===== src/rtl/bicubic_pkg.sv =====
// Shared types, constants and the result clamp for the bicubic row-direction line sequencer.
package bicubic_pkg;

    typedef enum logic [2:0] {
        IDLE    = 3'd0,
        PRIME   = 3'd1,
        ISSUE   = 3'd2,
        ADVANCE = 3'd3,
        DRAIN   = 3'd4
    } state_t;

    localparam int PHASES        = 4;
    localparam int FRAC_BITS     = 7;
    localparam int ROUND_CONST   = 64;
    localparam int PIX_MAX       = 255;
    localparam int SUM_W_DEFAULT = 17;

    // Saturate a rounded, already-shifted sum into the 8-bit pixel range
    function automatic logic [7:0] clamp_pix(input logic signed [31:0] r);
        logic [7:0] res;
        if (r < 32'sd0) begin
            res = 8'd0;
        end else if (r > PIX_MAX) begin
            res = 8'd255;
        end else begin
            res = r[7:0];
        end
        return res;
    endfunction

endpackage


===== src/rtl/bicubic_out_fifo.sv =====
// Small synchronous FIFO holding {last, pixel} results; simultaneous write and read keep the count.
module bicubic_out_fifo
#(
    parameter int DEPTH = 4,
    parameter int W     = 9,
    localparam int AW   = $clog2(DEPTH),
    localparam int CW   = AW + 1
)
(
    input  logic          clk,
    input  logic          rst,
    input  logic          wr_en,
    input  logic [W-1:0]  wr_data,
    input  logic          rd_en,
    output logic [W-1:0]  rd_data,
    output logic          empty,
    output logic [CW-1:0] count
);

    logic [W-1:0]  mem_r [DEPTH];
    logic [AW-1:0] wptr_r;
    logic [AW-1:0] rptr_r;
    logic [CW-1:0] count_r;
    logic          do_wr_s;
    logic          do_rd_s;

    // A write into a full FIFO is only honoured when a read frees a slot in the same cycle
    always_comb begin
        do_rd_s = rd_en && (count_r != {CW{1'b0}});
        do_wr_s = wr_en && ((count_r != CW'(DEPTH)) || do_rd_s);
    end

    // Storage array
    always_ff @(posedge clk) begin
        if (do_wr_s) begin
            mem_r[wptr_r] <= wr_data;
        end
    end

    // Pointers and occupancy
    always_ff @(posedge clk) begin
        if (rst) begin
            wptr_r  <= {AW{1'b0}};
            rptr_r  <= {AW{1'b0}};
            count_r <= {CW{1'b0}};
        end else begin
            if (do_wr_s) begin
                wptr_r <= wptr_r + AW'(1);
            end
            if (do_rd_s) begin
                rptr_r <= rptr_r + AW'(1);
            end
            case ({do_wr_s, do_rd_s})
                2'b10:   count_r <= count_r + CW'(1);
                2'b01:   count_r <= count_r - CW'(1);
                default: count_r <= count_r;
            endcase
        end
    end

    assign rd_data = mem_r[rptr_r];
    assign empty   = (count_r == {CW{1'b0}});
    assign count   = count_r;

endmodule


===== src/rtl/bicubic_line_sequencer.sv =====
// Sequences one row of bicubic x4 upscaling: sliding 4-pixel window with edge replication,
// four phase issues per pixel to the external weight unit, round/clamp, and a credited output FIFO.
module bicubic_line_sequencer
    import bicubic_pkg::*;
#(
    parameter int SUM_W      = SUM_W_DEFAULT,
    parameter int FIFO_DEPTH = 4
)
(
    input  logic                    clk,
    input  logic                    rst,
    input  logic                    in_valid,
    output logic                    in_ready,
    input  logic [7:0]              in_pixel,
    input  logic                    in_last,
    output logic [7:0]              tap_0,
    output logic [7:0]              tap_1,
    output logic [7:0]              tap_2,
    output logic [7:0]              tap_3,
    output logic [1:0]              tap_phase,
    input  logic signed [SUM_W-1:0] weight_sum,
    output logic                    out_valid,
    input  logic                    out_ready,
    output logic [7:0]              out_pixel,
    output logic                    out_last
);

    localparam int CNT_W = $clog2(FIFO_DEPTH) + 1;

    state_t               state_r;
    logic [3:0][7:0]      w_r;
    logic                 pcnt_r;
    logic [1:0]           lidx_r;
    logic                 last_seen_r;
    logic [1:0]           phase_r;
    logic [3:0][7:0]      tap_r;
    logic [1:0]           tap_phase_r;
    logic                 v1_r;
    logic                 v1_last_r;
    logic                 v2_r;
    logic                 v2_last_r;

    logic                 in_ready_s;
    logic                 accept_s;
    logic [CNT_W-1:0]     fifo_count_s;
    logic [CNT_W:0]       inflight_s;
    logic                 credit_s;
    logic                 issue_s;
    logic                 last_tag_s;
    logic signed [SUM_W:0] rnd_s;
    logic signed [SUM_W:0] r_s;
    logic [7:0]           pix_s;
    logic [8:0]           head_s;
    logic                 fifo_empty_s;
    logic                 out_fire_s;

    // Input acceptance depends only on the registered state
    always_comb begin
        in_ready_s = 1'b0;
        case (state_r)
            IDLE, PRIME: in_ready_s = 1'b1;
            ADVANCE:     in_ready_s = !last_seen_r;
            default:     in_ready_s = 1'b0;
        endcase
    end

    assign accept_s   = in_valid && in_ready_s;
    // Everything already issued but not yet drained must fit in the FIFO
    assign inflight_s = {1'b0, fifo_count_s} + (CNT_W+1)'(v1_r) + (CNT_W+1)'(v2_r);
    assign credit_s   = inflight_s < (CNT_W+1)'(FIFO_DEPTH);
    assign issue_s    = (state_r == ISSUE) && credit_s;
    assign last_tag_s = last_seen_r && (lidx_r == 2'd1) && (phase_r == 2'(PHASES-1));

    // Window sequencing FSM, tap register and issue-valid pipeline
    always_ff @(posedge clk) begin
        if (rst) begin
            state_r     <= IDLE;
            w_r         <= {4{8'd0}};
            pcnt_r      <= 1'b0;
            lidx_r      <= 2'd0;
            last_seen_r <= 1'b0;
            phase_r     <= 2'd0;
            tap_r       <= {4{8'd0}};
            tap_phase_r <= 2'd0;
            v1_r        <= 1'b0;
            v1_last_r   <= 1'b0;
            v2_r        <= 1'b0;
            v2_last_r   <= 1'b0;
        end else begin
            v2_r      <= v1_r;
            v2_last_r <= v1_last_r;
            if (issue_s) begin
                tap_r       <= w_r;
                tap_phase_r <= phase_r;
                v1_r        <= 1'b1;
                v1_last_r   <= last_tag_s;
            end else begin
                v1_r      <= 1'b0;
                v1_last_r <= 1'b0;
            end

            case (state_r)
                IDLE: begin
                    if (accept_s) begin
                        w_r     <= {4{in_pixel}};
                        pcnt_r  <= 1'b0;
                        phase_r <= 2'd0;
                        if (in_last) begin
                            lidx_r      <= 2'd1;
                            last_seen_r <= 1'b1;
                            state_r     <= ISSUE;
                        end else begin
                            state_r <= PRIME;
                        end
                    end
                end
                PRIME: begin
                    if (accept_s) begin
                        if (!pcnt_r) begin
                            w_r[2] <= in_pixel;
                            w_r[3] <= in_pixel;
                            if (in_last) begin
                                lidx_r      <= 2'd2;
                                last_seen_r <= 1'b1;
                                state_r     <= ISSUE;
                            end else begin
                                pcnt_r <= 1'b1;
                            end
                        end else begin
                            w_r[3] <= in_pixel;
                            if (in_last) begin
                                lidx_r      <= 2'd3;
                                last_seen_r <= 1'b1;
                            end
                            state_r <= ISSUE;
                        end
                    end
                end
                ISSUE: begin
                    if (issue_s) begin
                        phase_r <= phase_r + 2'd1;
                        if (phase_r == 2'(PHASES-1)) begin
                            state_r <= last_tag_s ? DRAIN : ADVANCE;
                        end
                    end
                end
                ADVANCE: begin
                    // After the last pixel the window shifts in replicas of p[N-1]
                    if (last_seen_r) begin
                        w_r     <= {w_r[3], w_r[3], w_r[2], w_r[1]};
                        lidx_r  <= lidx_r - 2'd1;
                        state_r <= ISSUE;
                    end else if (accept_s) begin
                        w_r <= {in_pixel, w_r[3], w_r[2], w_r[1]};
                        if (in_last) begin
                            last_seen_r <= 1'b1;
                            lidx_r      <= 2'd3;
                        end
                        state_r <= ISSUE;
                    end
                end
                DRAIN: begin
                    if (out_fire_s && head_s[8]) begin
                        last_seen_r <= 1'b0;
                        state_r     <= IDLE;
                    end
                end
                default: state_r <= IDLE;
            endcase
        end
    end

    // Round half-up in SUM_W+1 bits, then arithmetic shift out the fraction
    assign rnd_s = $signed({weight_sum[SUM_W-1], weight_sum}) + $signed((SUM_W+1)'(ROUND_CONST));
    assign r_s   = rnd_s >>> FRAC_BITS;
    assign pix_s = clamp_pix({{(31-SUM_W){r_s[SUM_W]}}, r_s});

    assign out_fire_s = out_valid && out_ready;

    bicubic_out_fifo #(
        .DEPTH (FIFO_DEPTH),
        .W     (9)
    ) u_out_fifo (
        .clk     (clk),
        .rst     (rst),
        .wr_en   (v2_r),
        .wr_data ({v2_last_r, pix_s}),
        .rd_en   (out_fire_s),
        .rd_data (head_s),
        .empty   (fifo_empty_s),
        .count   (fifo_count_s)
    );

    // Outputs read zero for the whole reset cycle, not just after the edge
    assign in_ready  = in_ready_s && !rst;
    assign tap_0     = rst ? 8'd0 : tap_r[0];
    assign tap_1     = rst ? 8'd0 : tap_r[1];
    assign tap_2     = rst ? 8'd0 : tap_r[2];
    assign tap_3     = rst ? 8'd0 : tap_r[3];
    assign tap_phase = rst ? 2'd0 : tap_phase_r;
    assign out_valid = !fifo_empty_s && !rst;
    assign out_pixel = rst ? 8'd0 : head_s[7:0];
    assign out_last  = rst ? 1'b0 : head_s[8];

endmodule


===== config.mk =====
export PLATFORM = sky130hd
export DESIGN_NAME = bicubic_line_sequencer
export DESIGN_NICKNAME = d
export VERILOG_FILES = /design/src/rtl/bicubic_pkg.sv /design/src/rtl/bicubic_out_fifo.sv /design/src/rtl/bicubic_line_sequencer.sv
export SDC_FILE = /design/constraint.sdc
export NUM_CORES = 1
export LEC_CHECK = 0
export ABC_AREA = 1
export BUFFER_PORTS_ARGS = -buffer_cell sky130_fd_sc_hd__buf_2
export CAP_MARGIN = 20
export CORE_ASPECT_RATIO = 0.7
export CORE_MARGIN = 2
export CORE_UTILIZATION = 40
export DETAILED_ROUTE_END_ITERATION = 10
export SETUP_SLACK_MARGIN = 0.05
export SYNTH_ARGS = -nofsm -noshare
export SYNTH_HDL_FRONTEND = slang
export SYNTH_SLANG_ARGS = --single-unit

===== constraint.sdc =====
create_clock -name clk -period 2.84 [get_ports clk]
set_input_delay 0.284 -clock clk [delete_from_list [all_inputs] [get_ports clk]]
set_output_delay 0.284 -clock clk [all_outputs]
set_load 0.005 [all_outputs]

==> results.md <==
- sky130_fd_sc_hd__nor2_1 — count leader, synth
- 102 um — y dimension of the die
- 2.53 ns — CP Data Arrival Time
- 725 — Syn Nets
- 0% — Synth async-reset ratio
- 0.593 ns — slack of the critical path
- 0 — Final Max Slew Viols
- 57.3% — relative slew slack
- 0 — DR DRC count
- 0 — initial antenna violation count
- 5540 um^2 — Mapped Area
- 6680 um^2 — Post-Layout Inst Area
- 0 — Hold Vio Cnt, Final
- 0.41 ns — clock latency at the later pin of the worst-skew pair
- 5 — number of detailed-route iterations in the first pass
- 75 — number of I/O pins
- 124 — total of flip-flops plus latches after synthesis
- 36 — number of enable flip-flop cells after synthesis
- 4361 — number of global-route vias before repair
- 1289 — Layout fillers
- 6040 um^2 — Placement Cell Area
- sky130_fd_sc_hd__nor2_1, sky130_fd_sc_hd__inv_1, sky130_fd_sc_hd__nand2_1 — Post-synth top cells
- 0 — Post-CTS Setup Inserts
- 2.97 nW — LEAKAGE
- 2170 um^2 — multi-input gate area in the final layout
- 9.30 mm — half-perimeter wire length after placement
- in_pixel[1] — worst min-delay path startpoint
- no — RSZ-0062 raised after global routing
- 16.0% — layout cell share with drive strength beyond 1
- 12 — depth of the most critical reg-to-reg path
- sky130_fd_sc_hd__dfxtp_1, sky130_fd_sc_hd__edfxtp_1, sky130_fd_sc_hd__nor2_1, sky130_fd_sc_hd__inv_1, sky130_fd_sc_hd__nand2_1 — cell types with the largest area share after synthesis
- 2.25 ns — post-route minimum period
- 0 — final antenna diode count
- sky130_fd_sc_hd__clkbuf_16 — buffer cell driving the clock tree root
- 0.59 ns — worst-case register-to-register setup slack
- 445 MHz — maximum clock frequency
- 326 — DRC violation total after the first TritonRoute iteration
- 0 — ANT nets after route
- 4.90 — via density per instance
- 685 — number of instances in the synthesized netlist
- w_r[25] — destination of the worst hold path
- 14800 um^2 — Total Die Area
- 0.06 ns — Reg clk slew, reported paths
- 0.00956 ns — final worst clock skew
- 0.596 ns — Place WS
- 22.1 mm — wire length of the first global-routing pass
- 3.12 ns — Required @ worst endpoint
- 19.4% — total global-route track usage
- 8.09 um^2 — mean cell area of the mapped netlist
- in -> reg — HP Class
- 0 — Synth warnings
- 2 — deepest clock path buffer count
- nor2_1 -> nand2_1 -> nand3_1 -> nand3_1 -> nand2_1 -> ha_1 -> inv_1 -> fa_1 -> a21oi_1 -> o21ai_0 -> o21ai_0 -> a21oi_1 — worst path cell trace
- 41.5% — Initial Utilization
- 0 — total of hold buffers inserted after clock tree synthesis
- 0 — overflow left after global routing
- 53 — largest net degree at the start of global routing
- 796 — net count reported at finish
- 14.1 um — average wire per standard cell
- 3 — cell depth of the worst hold path
- 4679 — vias after detailed routing
- 2840 um^2 — Storage cell area
- 0 — count of maximum capacitance violations
- 9 — maximum fanout count along the critical path
- sky130_fd_sc_hd__dfxtp_1 — top flip-flop cell by instance count after synthesis
- 35 — row count
- register — kind of launch point of the worst setup path
- 4 — total number of H-tree levels
- 922 — Cells after DPL
- sky130_fd_sc_hd__dfxtp_1 — cell type with the highest aggregate area in the netlist
- 0.641 ns — actual transition at the worst max-transition pin
- 20.5% — area delta synth->final
- reg -> reg — critical path class
- 31.8% — post-synth top area share
- 936 nW/um^2 — cell area power density
- 124 — number of clock sinks
- yes — CTS tree
- 145 um — Die Span X
- 35 — number of unique standard cell types used by synthesis
- register — Critical Path Sink Type
- sky130_fd_sc_hd__fa_1 — standard cell with the maximum stage delay on the critical path
- u_out_fifo.count[2] — capture instance of the worst register-to-register path
- 0 ns — final total negative setup slack
- u_out_fifo.count[0] — origin of the critical flop-to-flop path
- 0 — final count of negative-setup-slack endpoints
- 0.866 — gp weighted congestion
- 51.3% — sequential fraction of the synthesis area
- 0.38 ns — stage delay of the slowest cell on the critical path
- 17 — number of buffers added by the clock tree synthesis step
- 13400 um^2 — core footprint
- 954 — non-filler instance count after layout
- 68 — count of buffers inserted at the top-level ports
- completed — outcome
- 0.000470 V — highest ir drop seen on vdd
- 79.1% — Period Utilization, post-route
- 13.5 mm — total wire length
- 0 — post-CTS sizing
-- routing by layer --
metal / part of all wire, % / up-vias / global-route usage [%]
li1: - / 2384 / -
met1: 52 / 2165 / 29.1
met2: 41 / 124 / 27.4
met3: 6.1 / 6 / 5.11
met4: 0.64 / 0 / 5.23
met5: 0 / - / 0
-- cell usage in the layout (no fill, tap or decap), drive strengths merged --
| cell type | n |
|---|---|
| nor2 | 128 |
| a31oi | 1 |
| nand2 | 95 |
| xor2 | 6 |
| inv | 99 |
| clkinv | 8 |
| clkbuf | 20 |
| o31ai | 1 |
| ha | 9 |
| xnor2 | 1 |
| edfxtp | 36 |
| buf | 80 |
| fa | 1 |
| bufinv | 3 |
| nand4 | 5 |
| nand3 | 23 |
| o22ai | 1 |
| nand3b | 3 |
| a21oi | 63 |
| dfxtp | 88 |
| nor3 | 7 |
| o22a | 25 |
| and3 | 1 |
| o21ai | 64 |
| a21o | 1 |
-- logic make-up (layout without fill, tap and decap cells) --
logic type / after synthesis / after routing / share of synthesized area, %
AND/OR/NAND/NOR: 262 / 262 / 19.6
adder cells (fa/ha/maj): 10 / 10 / 2.39
XOR/XNOR: 7 / 7 / 1.11
AO/OA/AOI/OAI: 156 / 156 / 16.1
flip-flops: 124 / 124 / 51.3
buffers and inverters: 126 / 210 / 9.53
-- how the worst max path moves through the flow --
stage	start	endpoint	slack, ns	cells past startpoint
2_1_floorplan	rst	u_out_fifo.count[2]	0.66	12
3_3_place_gp	u_out_fifo.count[0]	u_out_fifo.count[2]	0.63	12
3_5_place_dp	u_out_fifo.count[0]	u_out_fifo.count[2]	0.60	12
4_1_cts	state_r[0]	in_ready	0.57	5
5_1_grt	u_out_fifo.count[0]	u_out_fifo.count[2]	0.30	12
6_report	u_out_fifo.count[0]	u_out_fifo.count[2]	0.59	12
-- state kept, by name, indices dropped and copies added, names as in the netlist, 2 cells and up, named ones only --
register,flops
u_out_fifo.mem_r,36
u_out_fifo.wptr_r,2
tap_phase_r,2
lidx_r,2
u_out_fifo.rptr_r,2
tap_r,32
u_out_fifo.count,3
phase_r,2
state_r,3
w_r,32
-- critical path, delay by kind of cell (launching register included) --
kind / cells / cell delay, ns
AO/OA/AOI/OAI: 4 / 0.46
adder cells (fa/ha/maj): 2 / 0.58
buffers and inverters: 1 / 0.07
flip-flops: 1 / 0.34
AND/OR/NAND/NOR: 5 / 0.66
-- power breakdown --
group | internal (W) | switching (W)
logic | 0.000521 | 0.000956
registers | 0.00225 | 0.000246
clock network | 0.00149 | 0.000786
total | 0.00426 | 0.00199
-- final cells by class --
cell class                      count  share of cell area [%]
Clock inverter                     12                    2.34
Timing Repair Buffer               80                    6.45
Clock buffer                       20                    7.16
Inverter                           98                    5.51
Tap cell                          185                    3.47
Multi-Input combinational cell    435                    32.5
Sequential cell                   124                    42.6
-- metrics by stage --
stage	power (W)	utilization [%]	hold slack, ns
3_3_place_gp	0.00393	45.2	0.396
6_report	0.00625	50.0	0.133
3_5_place_dp	0.00398	45.2	0.394
5_1_grt	0.00663	50.0	0.135
2_1_floorplan	0.00354	-	0.388
4_1_cts	0.00629	50.0	0.115
No activity file was read; power rests on OpenSTA's default activity.
